$ cat config.mk
export PLATFORM = sky130hd
export DESIGN_NAME = mult_share_ctrl
export DESIGN_NICKNAME = d
export VERILOG_FILES = /design/src/rtl/mult_pkg.sv /design/src/rtl/rr_arb2.sv /design/src/rtl/mult_share_ctrl.sv
export SDC_FILE = /design/constraint.sdc
export NUM_CORES = 1
export LEC_CHECK = 0
export ABC_AREA = 1
export BUFFER_PORTS_ARGS = -buffer_cell sky130_fd_sc_hd__buf_2
export CAP_MARGIN = 20
export CELL_PAD_IN_SITES_DETAIL_PLACEMENT = 0
export CELL_PAD_IN_SITES_GLOBAL_PLACEMENT = 1
export CORE_AREA = 2 2 65 67
export CTS_CLUSTER_DIAMETER = 60
export DETAILED_ROUTE_END_ITERATION = 6
export DIE_AREA = 0 0 67 69
export GPL_TIMING_DRIVEN = 0
export PLACE_DENSITY = 0.86
export SLEW_MARGIN = 20
export SYNTH_ARGS = -nofsm -noshare
export SYNTH_HDL_FRONTEND = slang
export SYNTH_SLANG_ARGS = --single-unit
$ cat constraint.sdc
create_clock -name clk -period 1.8 [get_ports clk]
set_input_delay 0.18 -clock clk [delete_from_list [all_inputs] [get_ports clk]]
set_output_delay 0.18 -clock clk [all_outputs]
set_load 0.05 [all_outputs]
$ cat src/rtl/mult_pkg.sv
// Shared definitions for the shift-add multiplier sequencer: FSM states and
// shift-register select encodings.
package mult_pkg;

    typedef enum logic [1:0] {
        IDLE    = 2'd0,
        LOAD    = 2'd1,
        BIT     = 2'd2,
        CAPTURE = 2'd3
    } state_e;

    localparam logic [1:0] SR_HOLD  = 2'd0;
    localparam logic [1:0] SR_LOAD  = 2'd1;
    localparam logic [1:0] SR_SHIFT = 2'd2;

endpackage

$ cat src/rtl/rr_arb2.sv
// Two-input round-robin arbiter. Grant is combinational; the priority pointer
// only advances when a grant is actually taken (enable && grant).
module rr_arb2 (
    input  logic       clk,
    input  logic       rst,
    input  logic [1:0] req,
    input  logic       enable,
    output logic [1:0] grant
);

    logic ptr_q;
    logic ptr_d;

    // Pointer register: 0 favours requester 0.
    always_ff @(posedge clk or posedge rst) begin
        if (rst) begin
            ptr_q <= 1'b0;
        end else begin
            ptr_q <= ptr_d;
        end
    end

    // Grant selection: the favoured requester wins, otherwise the other one.
    always_comb begin
        grant = 2'b00;
        if (ptr_q == 1'b0) begin
            if (req[0]) begin
                grant = 2'b01;
            end else if (req[1]) begin
                grant = 2'b10;
            end else begin
                grant = 2'b00;
            end
        end else begin
            if (req[1]) begin
                grant = 2'b10;
            end else if (req[0]) begin
                grant = 2'b01;
            end else begin
                grant = 2'b00;
            end
        end
    end

    // Pointer update: after a grant, favour the requester that just lost.
    always_comb begin
        ptr_d = ptr_q;
        if (enable && (grant != 2'b00)) begin
            ptr_d = grant[0];
        end else begin
            ptr_d = ptr_q;
        end
    end

endmodule

$ cat src/rtl/mult_share_ctrl.sv
// Sequencer and 2-way round-robin arbiter for a shared shift-add multiplier
// datapath; drives the datapath controls and returns the product to the owner.
module mult_share_ctrl
    import mult_pkg::*;
#(
    parameter int N = 4
) (
    input  logic           clk,
    input  logic           rst,
    input  logic           req0,
    input  logic [N-1:0]   a0,
    input  logic [N-1:0]   b0,
    input  logic           req1,
    input  logic [N-1:0]   a1,
    input  logic [N-1:0]   b1,
    output logic           ack0,
    output logic           ack1,
    output logic           done0,
    output logic           done1,
    output logic [2*N-1:0] product,
    output logic           busy,
    output logic [N-1:0]   dp_a,
    input  logic [2*N-1:0] acc_q,
    output logic           acc_ld,
    output logic           acc_clr,
    output logic [1:0]     srsel
);

    localparam int KW = (N > 1) ? $clog2(N) : 1;
    localparam logic [KW-1:0] K_LAST = KW'(N - 1);

    state_e         state_q, state_d;
    logic [KW-1:0]  k_q, k_d;
    logic [N-1:0]   a_q, a_d;
    logic [N-1:0]   b_q, b_d;
    logic           owner_q, owner_d;
    logic [2*N-1:0] product_q, product_d;
    logic [1:0]     done_q, done_d;

    logic [1:0]     grant;
    logic           arb_en;

    // Arbitration is only live in IDLE and never while reset is asserted.
    assign arb_en = (state_q == IDLE) && !rst;

    rr_arb2 u_arb (
        .clk    (clk),
        .rst    (rst),
        .req    ({req1, req0}),
        .enable (arb_en),
        .grant  (grant)
    );

    // State and data registers.
    always_ff @(posedge clk or posedge rst) begin
        if (rst) begin
            state_q   <= IDLE;
            k_q       <= '0;
            a_q       <= '0;
            b_q       <= '0;
            owner_q   <= 1'b0;
            product_q <= '0;
            done_q    <= 2'b00;
        end else begin
            state_q   <= state_d;
            k_q       <= k_d;
            a_q       <= a_d;
            b_q       <= b_d;
            owner_q   <= owner_d;
            product_q <= product_d;
            done_q    <= done_d;
        end
    end

    // Next-state and register-update logic.
    always_comb begin
        state_d   = state_q;
        k_d       = k_q;
        a_d       = a_q;
        b_d       = b_q;
        owner_d   = owner_q;
        product_d = product_q;
        done_d    = 2'b00;
        case (state_q)
            IDLE: begin
                if (arb_en && (grant != 2'b00)) begin
                    a_d     = grant[1] ? a1 : a0;
                    b_d     = grant[1] ? b1 : b0;
                    owner_d = grant[1];
                    state_d = LOAD;
                end else begin
                    state_d = IDLE;
                end
            end
            LOAD: begin
                k_d     = '0;
                state_d = BIT;
            end
            BIT: begin
                if (k_q == K_LAST) begin
                    k_d     = '0;
                    state_d = CAPTURE;
                end else begin
                    k_d     = k_q + KW'(1);
                    state_d = BIT;
                end
            end
            CAPTURE: begin
                product_d = acc_q;
                done_d    = owner_q ? 2'b10 : 2'b01;
                state_d   = IDLE;
            end
            default: begin
                state_d = IDLE;
                k_d     = '0;
            end
        endcase
    end

    // Datapath control and acknowledge outputs, decoded from the current state.
    always_comb begin
        ack0    = 1'b0;
        ack1    = 1'b0;
        acc_ld  = 1'b0;
        acc_clr = 1'b0;
        srsel   = SR_HOLD;
        case (state_q)
            IDLE: begin
                ack0 = arb_en & grant[0];
                ack1 = arb_en & grant[1];
            end
            LOAD: begin
                acc_clr = 1'b1;
                srsel   = SR_LOAD;
            end
            BIT: begin
                acc_ld = b_q[k_q];
                // The last bit step adds without shifting.
                if (k_q == K_LAST) begin
                    srsel = SR_HOLD;
                end else begin
                    srsel = SR_SHIFT;
                end
            end
            CAPTURE: begin
                srsel = SR_HOLD;
            end
            default: begin
                srsel = SR_HOLD;
            end
        endcase
    end

    assign busy    = (state_q != IDLE);
    assign dp_a    = a_q;
    assign product = product_q;
    assign done0   = done_q[0];
    assign done1   = done_q[1];

endmodule

==> results of run 1 <==
==> state kept, by name, indices dropped and copies added, names as in the netlist <==
name / cells
product: 8
b_q: 4
dp_a: 4
done_q: 2
k_q: 2
state_q: 2
owner_q: 1
u_arb.ptr_q: 1
==> cell usage after synthesis (2+ instances only) <==
cell / n / area [um2]
nand2_1: 58 / 218
inv_1: 32 / 120
dfrtp_1: 24 / 601
nand3_1: 20 / 100
ha_1: 7 / 87.6
nand2_2: 4 / 25.0
nor2_1: 4 / 15.0
a21oi_1: 2 / 10.0
o21ai_0: 2 / 10.0
==> kinds of logic (layout without fill, tap and decap cells) <==
| logic type | count (synthesis) | after routing | share of synthesized area [%] |
|---|---|---|---|
| and+or+nand+nor | 88 | 88 | 29.9 |
| buffers and inverters | 37 | 89 | 12.0 |
| DFF | 24 | 24 | 47.8 |
| adders and majority gates | 7 | 7 | 6.96 |
| AOI/OAI and AO/OA | 6 | 6 | 3.38 |
==> placed cells by master, fill, tap and decap left out, drive strengths merged <==
cell and count:
clkbuf 4, buf 51, nand2 62, o21ai 2, dfrtp 24, inv 32, ha 7, clkinvlp 1
nor2 6, clkinv 1, o22ai 1, nand3 20, a21oi 3
==> timing repair <==
item	CTS	global route
setup endpoints to repair	1	2
pin swaps	0	0
endpoints found under the hold margin	24	0
gates resized for setup	1	7
hold buffers	1	0
==> critical path, stage by stage, from the launching register on <==
cell,delay [ns]
dfrtp_1,0.41
inv_2,0.06
ha_1,0.35
nand2_1,0.09
nor2_1,0.08
clkbuf_4,0.23
==> path summary, 6_finish.rpt <==
| kind | end | slack, ns | start |
|---|---|---|---|
| worst max register to register | b_q[0] | 0.32 | state_q[0] |
| worst max-delay path | srsel[1] | 0.14 | state_q[1] |
| worst min-delay path | done_q[1] | 0.1 | rst |
| worst min register to register | done_q[0] | 0.46 | owner_q |
| min in group clk | product[4] | 0.13 | acc_q[4] |
| max in group asynchronous | k_q[0] | 1.36 | rst |
==> power groups by stage <==
stage	registers, W	clock network, W	logic, W
2_1_floorplan	0.00142	0	0.000865
3_3_place_gp	0.000930	0	0.00173
3_5_place_dp	0.000938	0	0.00174
4_1_cts	0.000929	0.000307	0.00175
5_1_grt	0.000954	0.000325	0.00189
6_report	0.000929	0.000293	0.00174
==> metal layers <==
metal / global-route usage, % / up-vias / share of wire, %
li1: - / 585 / -
met1: 12.7 / 503 / 42
met4: 2.72 / 0 / 0.55
met5: 0 / - / 0
met2: 21.6 / 32 / 50
met3: 2.28 / 2 / 7.2
==> through the flow <==
stage	utilization, %	hold WS (ns)	total power [W]
5_1_grt	41.5	0.131	0.00317
4_1_cts	41.3	0.124	0.00299
6_report	41.5	0.0987	0.00296
3_5_place_dp	39.9	0.392	0.00268
2_1_floorplan	-	0.203	0.00228
3_3_place_gp	39.9	0.387	0.00266
==> layout make-up <==
cell class,instances,area (um2)
Tap cell,50,62.6
Fill cell,424,2290
Inverter,34,131
Buffer,3,23.8
Multi-Input combinational cell,101,510
Sequential cell,24,601
Clock buffer,3,41.3
Timing Repair Buffer,49,254
==> summary.md, run 1 <==
| Metric | Value |
|---|---|
| Avg Synthesized Cell Area | `7.76 um2` |
| Status | `complete, no violations` |
| Net Sw Power | `0.00157 W` |
| CTS buffer count | `3` |
| Via/cell ratio | `4.25` |
| DRC | `0` |
| Startpoint types | `register` |
| Worst-margin pin slew | `0.515 ns` |
| CP endpoint kind | `output pin` |
| Cell area after layout | `0.00162 mm2` |
| Initial DRC count | `26` |
| Leak | `0.989 nW` |
| GRT Overall Usage | `11.5%` |
| Detail-routed net length per standard cell | `9.63 um` |
| P&R area growth vs syn | `29.2%` |
| Period utilisation layout | `92.2%` |
| WS Path Type | `reg2out` |
| EDFF count, synth | `0` |
| Pin count of the biggest net entering global routing | `25` |
| Placement row count | `23` |
| Primary FF master, synth | `dfrtp_1` |
| Initial antenna violation count | `0` |
| DRT Pass-1 Iters | `4` |
| Post-Synthesis Cells | `162` |
| Library cells used by synthesis | `18` |
| Hold Path Class | `in2async` |
| Ports | `49` |
| Max-cap violations | `0` |
| Gate power share | `58.8%` |
| Worst R2R Path Depth | `8` |
| YS warnings | `0` |
| Fin Setup TNS | `0 ns` |
| Sw frac | `52.9%` |
| Clk_lat worst skew | `0.25 ns` |
| CTS sink count | `24` |
| Vias | `1122` |
| Die width | `67 um` |
| Place WS | `-0.259 ns` |
| CP Max Fanout | `5` |
| Placed Area | `0.00156 mm2` |
| Sequential area share after synthesis | `47.8%` |
| CTS tree | `done` |
| Reg clk slew, reported paths | `0.07 ns` |
| H-tree depth | `1` |
| Ant diodes | `0` |
| GPL Wtd Cong | `0.701` |
| WL final | `2.54 mm` |
| Cell Area, Synth | `0.00126 mm2` |
| WP data required | `1.62 ns` |
| Final min period | `1.66 ns` |
| Die area | `0.00462 mm2` |
| CTS Root Cell | `clkbuf_8` |
| Port buffer count | `48` |
| Slew Viols, Final | `0` |
| Final HPWL DP | `2.00 mm` |
| Die Y-Extent | `69 um` |
| Register share of total power | `31.3%` |
| Worst Path Arrival | `1.48 ns` |
| Layout Cells excl Fill | `264` |
| Final hold viol count | `0` |
| Setup ws final | `0.141 ns` |
| #FFs+latches synth | `24` |
| Synth async-reset ratio | `100%` |
| Layout cells sized above 1 | `31.8%` |
| Syn nets | `197` |
| Initial core utilization | `32.1%` |
| CORE AREA | `0.00391 mm2` |
| Post-CTS setup buffers | `0` |
| Clk_skew | `0.000646 ns` |
| Power share of the clock group | `9.9%` |
| Max-slew headroom | `65.6%` |
| Clock Tree Buf Depth | `2` |
| Internal power | `0.00139 W` |
| VDD IR max | `0.000398 V` |
| Post-route ant nets | `0` |
| F_max | `603 MHz` |
| Nets@finish | `251` |
| RSZ-0062 raised after global routing | `no` |
| Vias in the first global route | `1032` |
| # setup viols final | `0` |
| Power density over the cells | `1820 mW/mm2` |
| Post-Place Cells | `260` |
| Gr ovfl total | `0` |
| First-pass GRT wire length | `4.28 mm` |
Power figures use the tool's default switching activity.
==> run 2: changes to the inputs <==
Settings changed: REMOVE_ABC_BUFFERS set to 1.
==> summary.md, run 2 (synthesis gave the netlist of run 1 again) <==
| Metric | Value |
|---|---|
| Status | `complete, no violations (unchanged)` |
| Hold Path Class | `in2async (unchanged)` |
| Setup ws final | `0.156 ns (was 0.141 ns)` |
| Layout cells sized above 1 | `30.0% (was 31.8%)` |
| Final HPWL DP | `1.93 mm (was 2.00 mm)` |
| Slowest stage cell, crit path | `dfrtp_1 (unchanged)` |
| CP Max Fanout | `5 (unchanged)` |
| Buffers plus inverters on the worst setup path | `2 (unchanged)` |
| WL met1 | `1.15 mm (was 1.07 mm)` |
| RSZ-0062 raised after global routing | `no (unchanged)` |
| Nets@finish | `249 (was 251)` |
| CORE AREA | `0.00391 mm2 (unchanged)` |
| Leak | `0.992 nW (was 0.989 nW)` |
| Clk_lat worst skew | `0.26 ns (was 0.25 ns)` |
| CTS sink count | `24 (unchanged)` |
| Slowest Stage Delay on Critical Path | `0.39 ns (was 0.41 ns)` |
| Hold Worst Slack | `0.0765 ns (was 0.0987 ns)` |
| Worst R2R Path Depth | `7 (was 8)` |
| CTS Root Cell | `clkbuf_8 (unchanged)` |
| DRT Pass-1 Iters | `3 (was 4)` |
| Slew Viols, Final | `0 (unchanged)` |
| WP depth | `5 (unchanged)` |
| H-tree depth | `1 (unchanged)` |
| Gr ovfl total | `0 (unchanged)` |
| Power density over the cells | `1910 mW/mm2 (was 1820 mW/mm2)` |
| First-pass GRT wire length | `4.13 mm (was 4.28 mm)` |
| Reg-to-Reg Start | `state_q[0] (unchanged)` |
| CP endpoint kind | `output pin (unchanged)` |
| GPL Wtd Cong | `0.684 (was 0.701)` |
| Detail-routed net length per standard cell | `9.68 um (was 9.63 um)` |
| VDD IR max | `0.000557 V (was 0.000398 V)` |
| P&R area growth vs syn | `29.6% (was 29.2%)` |
| WP data required | `1.62 ns (about the same)` |
| Initial DRC count | `21 (was 26)` |
| Post-route ant nets | `0 (unchanged)` |
| Post-Place Cells | `257 (was 260)` |
| Max-cap violations | `0 (unchanged)` |
| Place WS | `-0.241 ns (was -0.259 ns)` |
| Initial core utilization | `32.1% (unchanged)` |
| CTS buffer count | `3 (unchanged)` |
| Ant diodes | `0 (unchanged)` |
| Final hold viol count | `0 (unchanged)` |
| Ports | `49 (unchanged)` |
| Layout Cells excl Fill | `263 (was 264)` |
| GRT Overall Usage | `11.4% (was 11.5%)` |
| Met3 WL post-DR | `185 um (was 183 um)` |
| F_max | `608 MHz (was 603 MHz)` |
| Commonest non-fill, non-tap cell in the layout | `nand2_1 (unchanged)` |
| Initial antenna violation count | `0 (unchanged)` |
| Die width | `67 um (unchanged)` |
| Most frequent cells in the layout | `nand2_1 (58), buf_2 (47), inv_1 (30) (was nand2_1 (58), buf_2 (48), inv_1 (29))` |
| DRC | `0 (unchanged)` |
| Placement row count | `23 (unchanged)` |
| Period utilisation layout | `91.3% (was 92.2%)` |
| Internal power | `0.00153 W (was 0.00139 W)` |
| Worst Setup EP | `srsel[1] (unchanged)` |
| Startpoint types | `register (unchanged)` |
| Gate power share | `55.7% (was 58.8%)` |
| FF-to-FF End | `owner_q (was b_q[0])` |
| Vias | `1099 (was 1122)` |
| Net Sw Power | `0.00157 W (about the same)` |
| Highest metal used | `met4 (unchanged)` |
| Wire length on met2 | `1.19 mm (was 1.28 mm)` |
| R2R setup slack | `0.34 ns (was 0.32 ns)` |
| Final min period | `1.64 ns (was 1.66 ns)` |
| Total power | `0.00311 W (was 0.00296 W)` |
| Port buffer count | `48 (unchanged)` |
| Die area | `0.00462 mm2 (unchanged)` |
| WS Path Type | `reg2out (unchanged)` |
| CTS tree | `done (unchanged)` |
| # setup viols final | `0 (unchanged)` |
| WL final | `2.55 mm (was 2.54 mm)` |
| Fillers | `449 (was 424)` |
| Vias in the first global route | `1016 (was 1032)` |
| Sw frac | `50.6% (was 52.9%)` |
| Die Y-Extent | `69 um (unchanged)` |
| Register share of total power | `29.5% (was 31.3%)` |
| Max-slew headroom | `65.1% (was 65.6%)` |
| Worst path top cell family by delay | `flip-flops (unchanged)` |
| Worst-margin pin slew | `0.524 ns (was 0.515 ns)` |
| Reg clk slew, reported paths | `0.08 ns (was 0.07 ns)` |
| Worst setup path startpoint | `state_q[0] (was state_q[1])` |
| Pin count of the biggest net entering global routing | `25 (unchanged)` |
| Via/cell ratio | `4.18 (was 4.25)` |
| Clk_skew | `0.00144 ns (was 0.000646 ns)` |
| Worst Path Arrival | `1.46 ns (was 1.48 ns)` |
| Power share of the clock group | `14.8% (was 9.9%)` |
| Clock Tree Buf Depth | `2 (unchanged)` |
| Max reg flops | `8 (unchanged)` |
| Crit-path cells | `inv_2, ha_1, nand2_1, nor2_1, buf_4 (was inv_2, ha_1, nand2_1, nor2_1, clkbuf_4)` |
run 2: cell count changes in the layout (fill, tap and decap cells not counted), sizes merged:
cell    before  now
bufinv       0    1
clkbuf       4    3
buf         51   50
run 2: worst min-delay path by stage:
stage / slack (ns) / startpoint / endpoint / cells after the start
floorplan: 0.20 / rst / b_q[0] / 1
global placement: 0.39 / acc_q[0] / product[0] / 3
detailed placement: 0.38 / acc_q[0] / product[0] / 3
CTS: 0.1 / acc_q[0] / product[0] / 3
global route: 0.11 / acc_q[0] / product[0] / 3
finish: 0.08 / rst / product[0] / 3
run 2: final cells by class:
| type | instances | area (um2) | share of cell area (%) |
|---|---|---|---|
| sequential | 24 | 601 | 36.9 |
| multi-input combinational | 101 | 505 | 31.0 |
| timing repair buffer | 50 | 258 | 15.8 |
| inverter | 34 | 131 | 8.06 |
| tap | 50 | 62.6 | 3.84 |
| clock buffer | 3 | 41.3 | 2.53 |
| clock inverter | 1 | 30.0 | 1.84 |
run 2: metrics by stage:
stage | cell area, um2 | utilization [%] | setup TNS, ns
global placement | 1540 | 39.3 | -2.25
finish | 1630 | 41.6 | 0
CTS | 1620 | 41.4 | 0
floorplan | 1230 | - | -0.0195
global route | 1630 | 41.6 | 0
detailed placement | 1540 | 39.3 | -2.23
run 2: per-layer routing:
| metal | up-vias | global-route usage [%] |
|---|---|---|
| li1 | 585 | - |
| met1 | 476 | 13.4 |
| met2 | 36 | 19.8 |
| met3 | 2 | 3.59 |
| met4 | 0 | 2.72 |
| met5 | - | 0 |
run 2: power by group through the flow:
stage	Clock (W)	Combinational, W	Sequential [W]
2_1_floorplan	0	0.000838	0.00142
5_1_grt	0.000496	0.00190	0.000946
3_5_place_dp	0	0.00171	0.000936
3_3_place_gp	0	0.00170	0.000929
6_report	0.000460	0.00173	0.000916
4_1_cts	0.000478	0.00172	0.000926
run 2: timing repair:
item,in CTS,in global routing
buffers inserted,0,1
endpoints found under the setup margin,1,2
hold buffers,1,0
endpoints found under the hold margin,24,0
resized for setup,1,5
run 2: worst register-to-register path, cell delays in order, from the launching register on:
cell	delay, ns
dfrtp_1	0.41
inv_2	0.09
ha_1	0.18
nand2_1	0.11
nor2_4	0.23
inv_2	0.17
nand2_1	0.08
o21ai_0	0.07
==> run 3: changes to the inputs <==
Settings changed: CORE_AREA 2 2 65 67 to 2 2 71 73, DIE_AREA 0 0 67 69 to 0 0 73 75, PLACE_DENSITY 0.86 to 0.75.
==> summary.md, run 3 (synthesis gave the netlist of run 1 again) <==
| Metric | Value |
|---|---|
| Status | `complete, no violations (unchanged)` |
| Initial core utilization | `27.0% (was 32.1%)` |
| Die width | `73 um (was 67 um)` |
| Commonest non-fill, non-tap cell in the layout | `nand2_1 (unchanged)` |
| CORE AREA | `0.00466 mm2 (was 0.00391 mm2)` |
| Post-CTS setup buffers | `0 (unchanged)` |
| H-tree depth | `1 (unchanged)` |
| Total power | `0.00317 W (was 0.00311 W)` |
| WP data required | `1.62 ns (about the same)` |
| Power share of the clock group | `14.9% (was 14.8%)` |
| Layout cells sized above 1 | `30.0% (unchanged)` |
| CP endpoint kind | `output pin (unchanged)` |
| Final min period | `1.67 ns (was 1.64 ns)` |
| Worst Setup EP | `ack0 (was srsel[1])` |
| WP depth | `7 (was 5)` |
| Via/cell ratio | `4.21 (was 4.18)` |
| Buffers plus inverters on the worst setup path | `4 (was 2)` |
| Ports | `49 (unchanged)` |
| DRT Pass-1 Iters | `4 (was 3)` |
| First-pass GRT wire length | `4.55 mm (was 4.13 mm)` |
| CTS sink count | `24 (unchanged)` |
| Slowest stage cell, crit path | `dfrtp_1 (unchanged)` |
| Die area | `0.00548 mm2 (was 0.00462 mm2)` |
| Reg clk slew, reported paths | `0.08 ns (about the same)` |
| Gate power share | `55.8% (was 55.7%)` |
| Vias | `1125 (was 1099)` |
| CP Max Fanout | `4 (was 5)` |
| Post-route ant nets | `0 (unchanged)` |
| Internal power | `0.00156 W (was 0.00153 W)` |
| Ant diodes | `0 (unchanged)` |
| Register share of total power | `29.3% (was 29.5%)` |
| WL final | `2.73 mm (was 2.55 mm)` |
| Vias in the first global route | `1041 (was 1016)` |
| Most used cell, CP | `inv_1` |
| P&R area growth vs syn | `32.5% (was 29.6%)` |
| Post-Place Cells | `261 (was 257)` |
| Worst Path Arrival | `1.49 ns (was 1.46 ns)` |
| Detail-routed net length per standard cell | `10.2 um (was 9.68 um)` |
| Net Sw Power | `0.00161 W (was 0.00157 W)` |
| Clk_skew | `0.00382 ns (was 0.00144 ns)` |
| Startpoint types | `register (unchanged)` |
| Max-slew headroom | `76.7% (was 65.1%)` |
| Reg-to-Reg Start | `state_q[1] (was state_q[0])` |
| Slowest Stage Delay on Critical Path | `0.43 ns (was 0.39 ns)` |
| Power density over the cells | `1900 mW/mm2 (was 1910 mW/mm2)` |
| CTS tree | `done (unchanged)` |
| Slew Viols, Final | `0 (unchanged)` |
| GRT Overall Usage | `10.6% (was 11.4%)` |
| Layout Cells excl Fill | `267 (was 263)` |
| VDD IR max | `0.000581 V (was 0.000557 V)` |
| Final HPWL DP | `2.07 mm (was 1.93 mm)` |
| Placed Area | `0.00154 mm2 (about the same)` |
| RSZ-0062 raised after global routing | `no (unchanged)` |
| DRC | `0 (unchanged)` |
| F_max | `600 MHz (was 608 MHz)` |
| R2R setup slack | `0.30 ns (was 0.34 ns)` |
| GPL Wtd Cong | `0.778 (was 0.684)` |
| Initial DRC count | `31 (was 21)` |
| Most frequent cells in the layout | `nand2_1 (58), buf_2 (45), inv_1 (30) (was nand2_1 (58), buf_2 (47), inv_1 (30))` |
| Clk_lat worst skew | `0.26 ns (about the same)` |
| Sw frac | `50.7% (was 50.6%)` |
| Max-cap violations | `0 (unchanged)` |
| Leak | `0.997 nW (was 0.992 nW)` |
| CTS buffer count | `3 (unchanged)` |
| FF-to-FF End | `owner_q (unchanged)` |
| Initial antenna violation count | `0 (unchanged)` |
| # setup viols final | `0 (unchanged)` |
| Pin count of the biggest net entering global routing | `25 (unchanged)` |
| Gr ovfl total | `0 (unchanged)` |
| Max reg flops | `8 (unchanged)` |
| Clock Tree Buf Depth | `2 (unchanged)` |
| Cell area after layout | `0.00167 mm2 (was 0.00163 mm2)` |
| Worst setup path startpoint | `state_q[1] (was state_q[0])` |
| Die Y-Extent | `75 um (was 69 um)` |
| Crit-path cells | `inv_1, ha_4, inv_1, nor2_1, nand3_1, inv_1, clkbuf_4 (was inv_2, ha_1, nand2_1, nor2_1, buf_4)` |
| Nets@finish | `249 (unchanged)` |
| Placement row count | `25 (was 23)` |
| Final hold viol count | `0 (unchanged)` |
| WS Path Type | `reg2out (unchanged)` |
| Worst-margin pin slew | `0.349 ns (was 0.524 ns)` |
| Worst R2R Path Depth | `7 (unchanged)` |
| Worst path top cell family by delay | `buffers and inverters (was flip-flops)` |
| CTS Root Cell | `clkbuf_8 (unchanged)` |
| Hold Path Class | `in2reg (was in2async)` |
| Period utilisation layout | `92.6% (was 91.3%)` |
| Port buffer count | `48 (unchanged)` |
==> run 3: cell count changes in the layout (fill, tap and decap cells not counted), sizes merged <==
cell,delta
clkbuf,+2
buf,-3
dlygate4sd3,+1
==> run 3: final cells by class <==
class / count / area [um2]
repair buffers: 50 / 278
flip-flops and latches: 24 / 601
well taps: 54 / 67.6
multi-input cells: 101 / 518
fillers: 497 / 2990
clock buffers: 3 / 41.3
inverters: 34 / 131
clock inverters: 1 / 30.0
==> run 3: how the worst min path moves through the flow <==
stage                  start  cells past startpoint  slack (ns)    endpoint
floorplan                rst                      1        0.20      b_q[0]
global placement    acc_q[0]                      3        0.39  product[0]
detailed placement  acc_q[2]                      3        0.39  product[2]
CTS                 acc_q[2]                      3        0.11  product[2]
global route        acc_q[7]                      3        0.11  product[7]
finish              acc_q[0]                      3        0.12  product[0]
==> run 3: repair_timing <==
action,CTS,global route
gates resized for setup,2,4
hold buffers,2,0
setup endpoints to repair,2,2
endpoints found under the hold margin,24,0
gates cloned,0,0
==> run 3: stage by stage <==
stage	worst slack (ns)	TNS, ns	hold WS (ns)	util (%)
after detailed placement	-0.292	-2.79	0.391	33.1
after CTS	0.0485	0	0.110	35.4
after floorplan	-0.0195	-0.0195	0.203	-
final	0.134	0	0.117	35.8
after global placement	-0.226	-2.27	0.389	33.1
after global routing	0.0224	0	0.109	35.8
==> run 3: power groups by stage <==
| stage | Combinational [W] | Clock (W) | Sequential (W) |
|---|---|---|---|
| floorplan | 0.000838 | 0 | 0.00142 |
| global placement | 0.00171 | 0 | 0.000931 |
| detailed placement | 0.00172 | 0 | 0.000937 |
| CTS | 0.00175 | 0.000493 | 0.000926 |
| global route | 0.00194 | 0.000513 | 0.000953 |
| finish | 0.00177 | 0.000472 | 0.000926 |
==> run 3: worst min-delay path, stage by stage <==
cell and delay (ns):
buf_2 0.08, nand2_1 0.04, nand2_1 0.06
==> run 3: per-layer routing <==
layer / wire length [um] / track usage [%] / vias up
met5: 0 / 0 / -
met4: 20 / 3.70 / 0
met3: 158 / 1.87 / 2
met2: 1190 / 17.3 / 36
met1: 1360 / 14.1 / 503
li1: - / - / 584
